<file path="src/rtl/sevenseg_pkg.sv">
// rtl/sevenseg_pkg.sv - shared types and hex-to-segment decode for the 7-segment scan driver
package sevenseg_pkg;

    typedef logic [6:0] seg_t;

    localparam seg_t SEG_OFF = 7'h7F;

    // Active-low segment pattern {a,b,c,d,e,f,g} for one hex nibble.
    function automatic seg_t hex2seg_n(input logic [3:0] nib);
        seg_t s;
        case (nib)
            4'h0:    s = 7'h01;
            4'h1:    s = 7'h4F;
            4'h2:    s = 7'h12;
            4'h3:    s = 7'h06;
            4'h4:    s = 7'h4C;
            4'h5:    s = 7'h24;
            4'h6:    s = 7'h20;
            4'h7:    s = 7'h0F;
            4'h8:    s = 7'h00;
            4'h9:    s = 7'h04;
            4'hA:    s = 7'h08;
            4'hB:    s = 7'h60;
            4'hC:    s = 7'h31;
            4'hD:    s = 7'h42;
            4'hE:    s = 7'h30;
            default: s = 7'h38;
        endcase
        return s;
    endfunction

endpackage

</file>
<file path="src/rtl/sevenseg_prescaler.sv">
// rtl/sevenseg_prescaler.sv - digit-slot prescaler with slot tick and anti-ghost blanking window
module sevenseg_prescaler #(
    parameter int DIV       = 10,
    parameter int BLANK_CYC = 2
) (
    input  logic clk,
    input  logic rst_n,
    output logic tick,
    output logic in_blank
);

    localparam int CW = $clog2(DIV);
    localparam logic [CW-1:0] LAST    = CW'(DIV - 1);
    localparam logic [CW-1:0] BLANK_L = CW'(BLANK_CYC);

    logic [CW-1:0] count;

    assign tick     = (count == LAST);
    assign in_blank = (count < BLANK_L);

    always_ff @(posedge clk or negedge rst_n) begin
        if (!rst_n) begin
            count <= '0;
        end else if (tick) begin
            count <= '0;
        end else begin
            count <= count + 1'b1;
        end
    end

endmodule

</file>
<file path="src/rtl/sevenseg_scan_driver.sv">
// rtl/sevenseg_scan_driver.sv - time-multiplexed N-digit common-anode 7-segment driver
module sevenseg_scan_driver
    import sevenseg_pkg::*;
#(
    parameter int N_DIGITS  = 8,
    parameter int CLK_HZ    = 100_000_000,
    parameter int DIGIT_HZ  = 4_000,
    parameter int BLANK_CYC = 2
) (
    input  logic                    clk,
    input  logic                    rst_n,
    input  logic [4*N_DIGITS-1:0]   value,
    input  logic [N_DIGITS-1:0]     dp_in,
    input  logic [N_DIGITS-1:0]     digit_en,
    input  logic                    lz_blank,
    input  logic                    load,
    output logic [6:0]              seg_n,
    output logic                    dp_n,
    output logic [N_DIGITS-1:0]     an_n,
    output logic                    frame_done
);

    localparam int DIV = CLK_HZ / DIGIT_HZ;
    localparam int IW  = (N_DIGITS > 1) ? $clog2(N_DIGITS) : 1;
    localparam logic [IW-1:0] IDX_LAST = IW'(N_DIGITS - 1);

    logic                   tick;
    logic                   in_blank;
    logic [IW-1:0]          idx;
    logic                   wrap;

    logic [4*N_DIGITS-1:0]  pend_value;
    logic [N_DIGITS-1:0]    pend_dp;
    logic [N_DIGITS-1:0]    pend_en;
    logic                   pend_flag;
    logic [4*N_DIGITS-1:0]  act_value;
    logic [N_DIGITS-1:0]    act_dp;
    logic [N_DIGITS-1:0]    act_en;

    logic [3:0]             nib [N_DIGITS];
    logic [N_DIGITS-1:0]    zero_above;
    logic                   run_zero;
    logic                   lz_dark;
    logic [3:0]             cur_nib;

    sevenseg_prescaler #(
        .DIV       (DIV),
        .BLANK_CYC (BLANK_CYC)
    ) u_prescaler (
        .clk      (clk),
        .rst_n    (rst_n),
        .tick     (tick),
        .in_blank (in_blank)
    );

    assign wrap = tick && (idx == IDX_LAST);

    for (genvar g = 0; g < N_DIGITS; g++) begin : g_nib
        assign nib[g] = act_value[4*g +: 4];
    end

    // zero_above[i] = nibbles i..N_DIGITS-1 of the displayed value are all zero
    always_comb begin
        run_zero   = 1'b1;
        zero_above = '0;
        for (int i = N_DIGITS - 1; i >= 0; i--) begin
            run_zero      = run_zero && (nib[i] == 4'h0);
            zero_above[i] = run_zero;
        end
    end

    assign cur_nib = nib[idx];
    assign lz_dark = lz_blank && (idx != '0) && zero_above[idx];

    always_ff @(posedge clk or negedge rst_n) begin
        if (!rst_n) begin
            idx        <= '0;
            pend_value <= '0;
            pend_dp    <= '0;
            pend_en    <= '0;
            pend_flag  <= 1'b0;
            act_value  <= '0;
            act_dp     <= '0;
            act_en     <= '0;
            an_n       <= '1;
            seg_n      <= SEG_OFF;
            dp_n       <= 1'b1;
            frame_done <= 1'b0;
        end else begin
            frame_done <= wrap;

            if (tick) begin
                idx <= (idx == IDX_LAST) ? '0 : idx + 1'b1;
            end

            // Active set only changes at the frame boundary so a frame is never torn.
            if (wrap && load) begin
                act_value <= value;
                act_dp    <= dp_in;
                act_en    <= digit_en;
                pend_flag <= 1'b0;
            end else if (wrap && pend_flag) begin
                act_value <= pend_value;
                act_dp    <= pend_dp;
                act_en    <= pend_en;
                pend_flag <= 1'b0;
            end else if (load) begin
                pend_value <= value;
                pend_dp    <= dp_in;
                pend_en    <= digit_en;
                pend_flag  <= 1'b1;
            end

            if (in_blank) begin
                an_n  <= '1;
                seg_n <= SEG_OFF;
                dp_n  <= 1'b1;
            end else begin
                an_n <= ~(N_DIGITS'(1) << idx);
                if (!act_en[idx]) begin
                    seg_n <= SEG_OFF;
                    dp_n  <= 1'b1;
                end else if (lz_dark) begin
                    seg_n <= SEG_OFF;
                    dp_n  <= ~act_dp[idx];
                end else begin
                    seg_n <= hex2seg_n(cur_nib);
                    dp_n  <= ~act_dp[idx];
                end
            end
        end
    end

endmodule
</file>
<file path="config.mk">
export PLATFORM = sky130hd
export DESIGN_NAME = sevenseg_scan_driver
export DESIGN_NICKNAME = d
export VERILOG_FILES = /design/src/rtl/sevenseg_pkg.sv /design/src/rtl/sevenseg_prescaler.sv /design/src/rtl/sevenseg_scan_driver.sv
export SDC_FILE = /design/constraint.sdc
export NUM_CORES = 1
export LEC_CHECK = 0
export BUFFER_PORTS_ARGS = -buffer_cell sky130_fd_sc_hd__buf_2
export CAP_MARGIN = 5
export CORE_ASPECT_RATIO = 0.5
export CORE_MARGIN = 2
export CORE_UTILIZATION = 53
export DETAILED_ROUTE_END_ITERATION = 6
export GPL_TIMING_DRIVEN = 0
export HOLD_SLACK_MARGIN = 0.08
export PLACE_DENSITY = 0.88
export SYNTH_ARGS = -nofsm -noshare
export SYNTH_HDL_FRONTEND = slang
export SYNTH_SLANG_ARGS = --single-unit
</file>
<file path="constraint.sdc">
create_clock -name clk -period 2.17 [get_ports clk]
set_input_delay 0.651 -clock clk [delete_from_list [all_inputs] [get_ports clk]]
set_output_delay 0.651 -clock clk [all_outputs]
set_load 0.05 [all_outputs]
</file>
== Yosys cells after proc, flatten, opt, wreduce, memory -nomap -nowiden ==
Memory sizes are Yosys's and may differ from the RTL's.
Cells that the tools add are included.
Operators by class
  order comparisons: 3
  mux-type cells: 26
  bitwise operators: 5
  equal/unequal tests: 2
  shifts and indexed selects: 1
  add/sub/neg operators: 2
  reduce and logical (&&, ||, !) cells: 24
Operator list (count)
  2-to-1 mux 32 bit: 2
  2-to-1 mux 8 bit: 5
  logical NOT 4 bit: 8
  2-to-1 mux 7 bit: 3
  adder 15 x 1 -> 15 bit (second input constant): 1
  == test 15 bit (second input constant): 1
  less-than comparator 15 x 2 -> 1 bit (second input constant): 1
  2-to-1 mux 15 bit: 1
  binary-select mux 4 bit (select 3 bit): 1
  logical AND 1 bit: 12
  binary-select mux 1 bit (select 3 bit): 3
  2-to-1 mux 1 bit: 8
  2-to-1 mux 4 bit: 2
  NOT 8 bit: 1
  << shifter 1 x 3 -> 8 bit (first input constant): 1
  nonzero test 3 bit: 2
  >= comparator 4 bit (second input constant): 1
  less-than comparator 3 x 4 -> 1 bit (second input constant): 1
  NOT 3 -> 4 bit: 1
  adder 3 x 1 -> 3 bit (second input constant): 1
  == test 3 bit (second input constant): 1
  2-to-1 mux 3 bit: 1
  NOT 1 bit: 3
  AND reduction 3 bit: 1
  nonzero test 2 bit: 1
Word-level totals
  memories kept: 1
  input port bits: 52
  register bits after elaboration: 132
  memory bits (read-only): 112
  output and inout bits: 17
  logic and storage cells: 77
Memory list
  (name not given): depth 16, bits a word 7, read ports 1, clocked after memory_dff 0, write ports 0, RTL line sevenseg_pkg.sv:11  | case (nib)

== Longest topological paths before layout ==
  word-level depth: 14
  depth in mapped cells: 10
  gate-level depth less buffers: 8

== Cells and area by module ==
A second synthesis with hierarchy kept.
Unflattened totals
  cells, all modules: 541
  area total of the unflattened synthesis: 6222.2 µm²
By module, submodules not included
  sevenseg_scan_driver: times used 1, sequential area each 2947.8 µm², cells an instance 470, area an instance 5481.5 µm²
  sevenseg_prescaler: times used 1, sequential area each 375.4 µm², cells an instance 71, area an instance 740.7 µm²

== Least setup slack after synthesis ==
No wires, ideal clock.
  path kind: reg-to-reg
  start point: reg idx[0]
  end point: reg seg_n[3]
  arrival: 2.261 ns
  stages on the path, launching flop included: 9
  clock period less this slack: 2.359 ns
  data required time: 2.072 ns
  path slack: -0.189 ns
  setup time: 0.098 ns
  cell sequence: dfrtp_1 > buf_2 > buf_6 > mux4_2 > mux2_2 > inv_1 > ha_1 > and2_1 > o311ai_1
Between the ends
  longest elaborated chain between the ends: 8
  elaborated cells between the ends (all ways): 15
  those cells by class: mux (10); bitwise (1); reduce/logical (3); memory (1)
Ends and longest elaborated chain
  start, declared: RTL line sevenseg_scan_driver.sv:29  | logic [IW-1:0] idx;
  start signal, assigned: RTL line sevenseg_scan_driver.sv:93  | idx <= (idx == IDX_LAST) ? '0 : idx + 1'b1;
  NOT 3 -> 4 bit (implied by the code): RTL line sevenseg_scan_driver.sv:72  | assign cur_nib = nib[idx];
  binary-select mux 4 bit (select 3 bit): RTL line sevenseg_scan_driver.sv:72
  2-to-1 mux 4 bit (implied by the code) (2 in series): RTL line sevenseg_scan_driver.sv:72
  memory (16 x 7 bit)
  2-to-1 mux 7 bit: RTL line sevenseg_scan_driver.sv:123  | end else if (lz_dark) begin
  2-to-1 mux 7 bit *: RTL line sevenseg_scan_driver.sv:120  | if (!act_en[idx]) begin
  2-to-1 mux 7 bit *: RTL line sevenseg_scan_driver.sv:114  | if (in_blank) begin
  end signal, assigned: RTL line sevenseg_scan_driver.sv:127  | seg_n <= hex2seg_n(cur_nib);
  end, declared: RTL line sevenseg_scan_driver.sv:17  | output logic [6:0] seg_n,
Mark *: on every way between the ends. The rest lies on a longest branch, timed or not. The select of a mux whose other input is x is not followed.
A chain may end at the register's enable or synchronous reset.

== Worst setup path after layout ==
  start point: reg idx[1]
  end point: reg seg_n[3]
The elaborated chain is that of the path after synthesis.

==> impl_results.md <==
- Final hold violation count: 0
- Final Power: 5831 uW
- Number of buffers created by CTS: 17
- Failing checks: setup timing
- Final Max Slew Viols: 0
- Cell at the root of the clock tree: clkbuf_16
- TritonCTS sink count: 132
- Floorplan die height: 79.77 um
- Crit path time final: 2278 ps
- # hold bufs at CTS: 0
- Number of vias in the routed layout: 5,075
- Top cells by count, synth: dfrtp_1, nand2_1, o21ai_0
- Width of the chip: 155.5 um
- HPWL after detailed placement: 9.538 mm
- # nets final: 691
- DR pass1 iterations: 5
- Finish-stage setup viols: 7
- Kind of start point of the critical path: flip-flop
- Net Count, Synth: 582
- Synth top area cells: dfrtp_1, dfstp_2, mux2_2
- Placement Rows: 27
- Skew-Pair Late Insertion Delay: 430 ps
- Remaining Overflow, GRT: 0
- Clock transition at the registers of the reported paths: 60 ps
- CTS tree: yes
- Area of the die: 12,410 um^2
- Setup repair after global routing missed its margin: yes
- Most frequent cell after synthesis: dfrtp_1
- Signal arrival time at the worst endpoint: 2610 ps
- Worst slew pin tran: 644.6 ps
- Most used flip-flop cell after synthesis: dfrtp_1
- Share of post-route cells with drive strength above 1: 39.44%
- Maximum root-to-sink buffer count: 2
- Nature of the critical path endpoint: flip-flop
- Final worst-path cycle share: 105.0%
- Initial Util: 54.92%
- Sequential share of the synthesized area: 54.61%
- Cell type with the highest aggregate area in the netlist: dfrtp_1
- Total routing resource utilization after global routing: 28.20%
- Leakage Power: 0.003399 uW
- Relative slew slack: 57.02%
- Count of nets left with antenna violations after detail routing: 0
- Total inserted antenna cells: 0
- Detailed-route vias per instance: 6.473
- Starting DRT DRC Count: 595
- Final sum of negative setup slack: -469.8 ps
- I/O pins: 69
- Maximum number of pins on one net before global-route repair: 89
- Clk_skew: 8.985 ps
- Cell count after synthesis: 517
- Number of design rule violations left after detail routing: 0
- Share of the core filled with cells: 69.90%
- Last weighted congestion value of the routability-driven placer: 0.8756
- Register Area: 3326 um^2
- Area taken by multi-input logic gates: 2738 um^2
- Placeable core region: 11,080 um^2
- Area growth from synthesis to layout: 27.26%
- Number of buffers inserted by port buffering: 68
- Crit Path Category: flip-flop to flip-flop
- Power density over cell area: 752.9 nW/um^2
- Worst ir drop on vdd: 0.5127 mV
- Maximum fanout encountered on the critical timing path: 10
- Number of synthesized register bits: 132
- Mean post-synth cell area: 11.77 um^2
- Max-capacitance violation count: 0
- First-pass GRT wire length: 26.18 mm
- H-tree Lvls: 4
- Yosys synthesis warning count: 0
- Number of global-route vias before repair: 5,023
- Antenna violations before repair: 0
- Worst hold path type: input pin to asynchronous set/reset pin
- PnR worst setup slack: -107.7 ps
- Outcome: finished, violations left
- Async S/R FF share, synth: 100.0%
- Total detailed-routing wirelength: 17.72 mm
- Routed len/inst: 22.60 um
- Crit path required time: 2500 ps
- Mapped cell area: 6086 um^2
- Netlist cell types: 48
- Reg2reg setup slack: -110 ps
- Number of fillers in the final layout: 683
- Achievable Freq: 439.0 MHz
- Count of flip-flops with a built-in enable after synthesis: 0
- Area share of the largest cell type after synthesis: 47.70%
## registers in the layout, indices dropped and copies added, names as in the netlist
| register | flops |
|---|---|
| u_prescaler.count | 15 |
| frame_done | 1 |
| act_en | 8 |
| idx | 3 |
| pend_value | 32 |
| an_n | 8 |
| dp_n | 1 |
| act_dp | 8 |
| pend_flag | 1 |
| pend_en | 8 |
| act_value | 32 |
| seg_n | 7 |
| pend_dp | 8 |
## stage by stage
| stage | worst slack [ps] | instance area, um^2 | hold WS (ps) | instances |
|---|---|---|---|---|
| 2_1_floorplan | -5.636 | 6120 | 355.4 | 517 |
| 3_3_place_gp | -1180 | 6641 | 451.9 | 730 |
| 3_5_place_dp | -331.3 | 6675 | 471.4 | 731 |
| 5_1_grt | -128.7 | 7745 | 165.9 | 784 |
| 4_1_cts | 11.11 | 7482 | 157.1 | 777 |
| 6_report | -107.7 | 7745 | 142.6 | 784 |
## report_power, final
group          switching [uW]  leakage (uW)  internal [uW]
logic                     194       0.00146            203
clock network            1080      0.000283           1740
registers                59.1       0.00165           2560
total                    1330       0.00340           4500
## area by class of cell
cell class	count	share of cell area (%)
buffer	34	3.813
clock buffer	22	5.994
clock inverter	10	1.373
inverter	7	0.4523
multi-input combinational	343	35.35
sequential	132	42.94
tap	145	2.342
timing repair buffer	91	7.738
## per-layer routing
layer  GRT usage (%)  vias up  routed length, um
met5               0        -                  0
met4           17.89        0               1095
met3           8.252      121               1636
met2           43.67      343               8092
met1           35.29     2505               6894
li1                -     2106                  -
## final timing paths
path,from,endpoint,cells past startpoint
min in group clk,value[18],pend_value[18],2
worst min-delay path,rst_n,pend_en[2],1
worst max-delay path,idx[1],seg_n[3],8
worst max register to register,idx[1],seg_n[3],8
max in group asynchronous,rst_n,seg_n[6],2
worst min register to register,act_dp[6],act_dp[6],2
## worst max-delay path: stages, from the launching register on
cell and delay (ps):
dfrtp_1 400, clkbuf_8 220, mux4_2 580, nand2_1 160
nand2_4 130, inv_4 120, ha_4 210, and2_4 150
o311ai_4 210
## repair_timing
item | CTS | global route
setup buffers | 14 | 8
hold endpoints to repair | 0 | 0
pin swaps | 4 | 14
gates cloned | 1 | 0
setup endpoints to repair | 102 | 85
resized for setup | 36 | 49
## cells in the final DEF, fill, tap and decap left out, types with 4 or more instances in the layout
cell       netlist  routed
nand2_1         67      65
buf_4            2      17
clkbuf_1        19      11
xnor2_1          4       4
o21ai_1          1       9
o21ai_0         56      48
o22ai_1         48      47
buf_2            8      68
clkbuf_2         0       6
nor3_1           4       4
clkbuf_8         0       4
nor2_1          13      13
mux4_2          12      12
clkbuf_16        0      17
nor4_1           8       7
inv_1            7       4
ha_1            13       5
nand3_1         13      13
buf_12           0       5
and3_1           5       4
mux2_2          30      28
dfstp_2         16      16
xor2_1           7       7
dfrtp_1        116     114
buf_6            5      14
ha_4             0       5
mux2_4          20      22
clkinv_2         0       6
## kinds of logic after synthesis
group                      Yosys count  synth area share (%)
DFF                                132                 54.61
and+or+nand+nor                    128                 9.869
AOI/OAI and AO/OA                  125                 12.19
muxes                               66                 15.58
buffers and inverters               42                 3.495
adders and majority gates           13                 2.673
xor gates and xnor gates            11                 1.583
(Power assumes the default switching activity.)
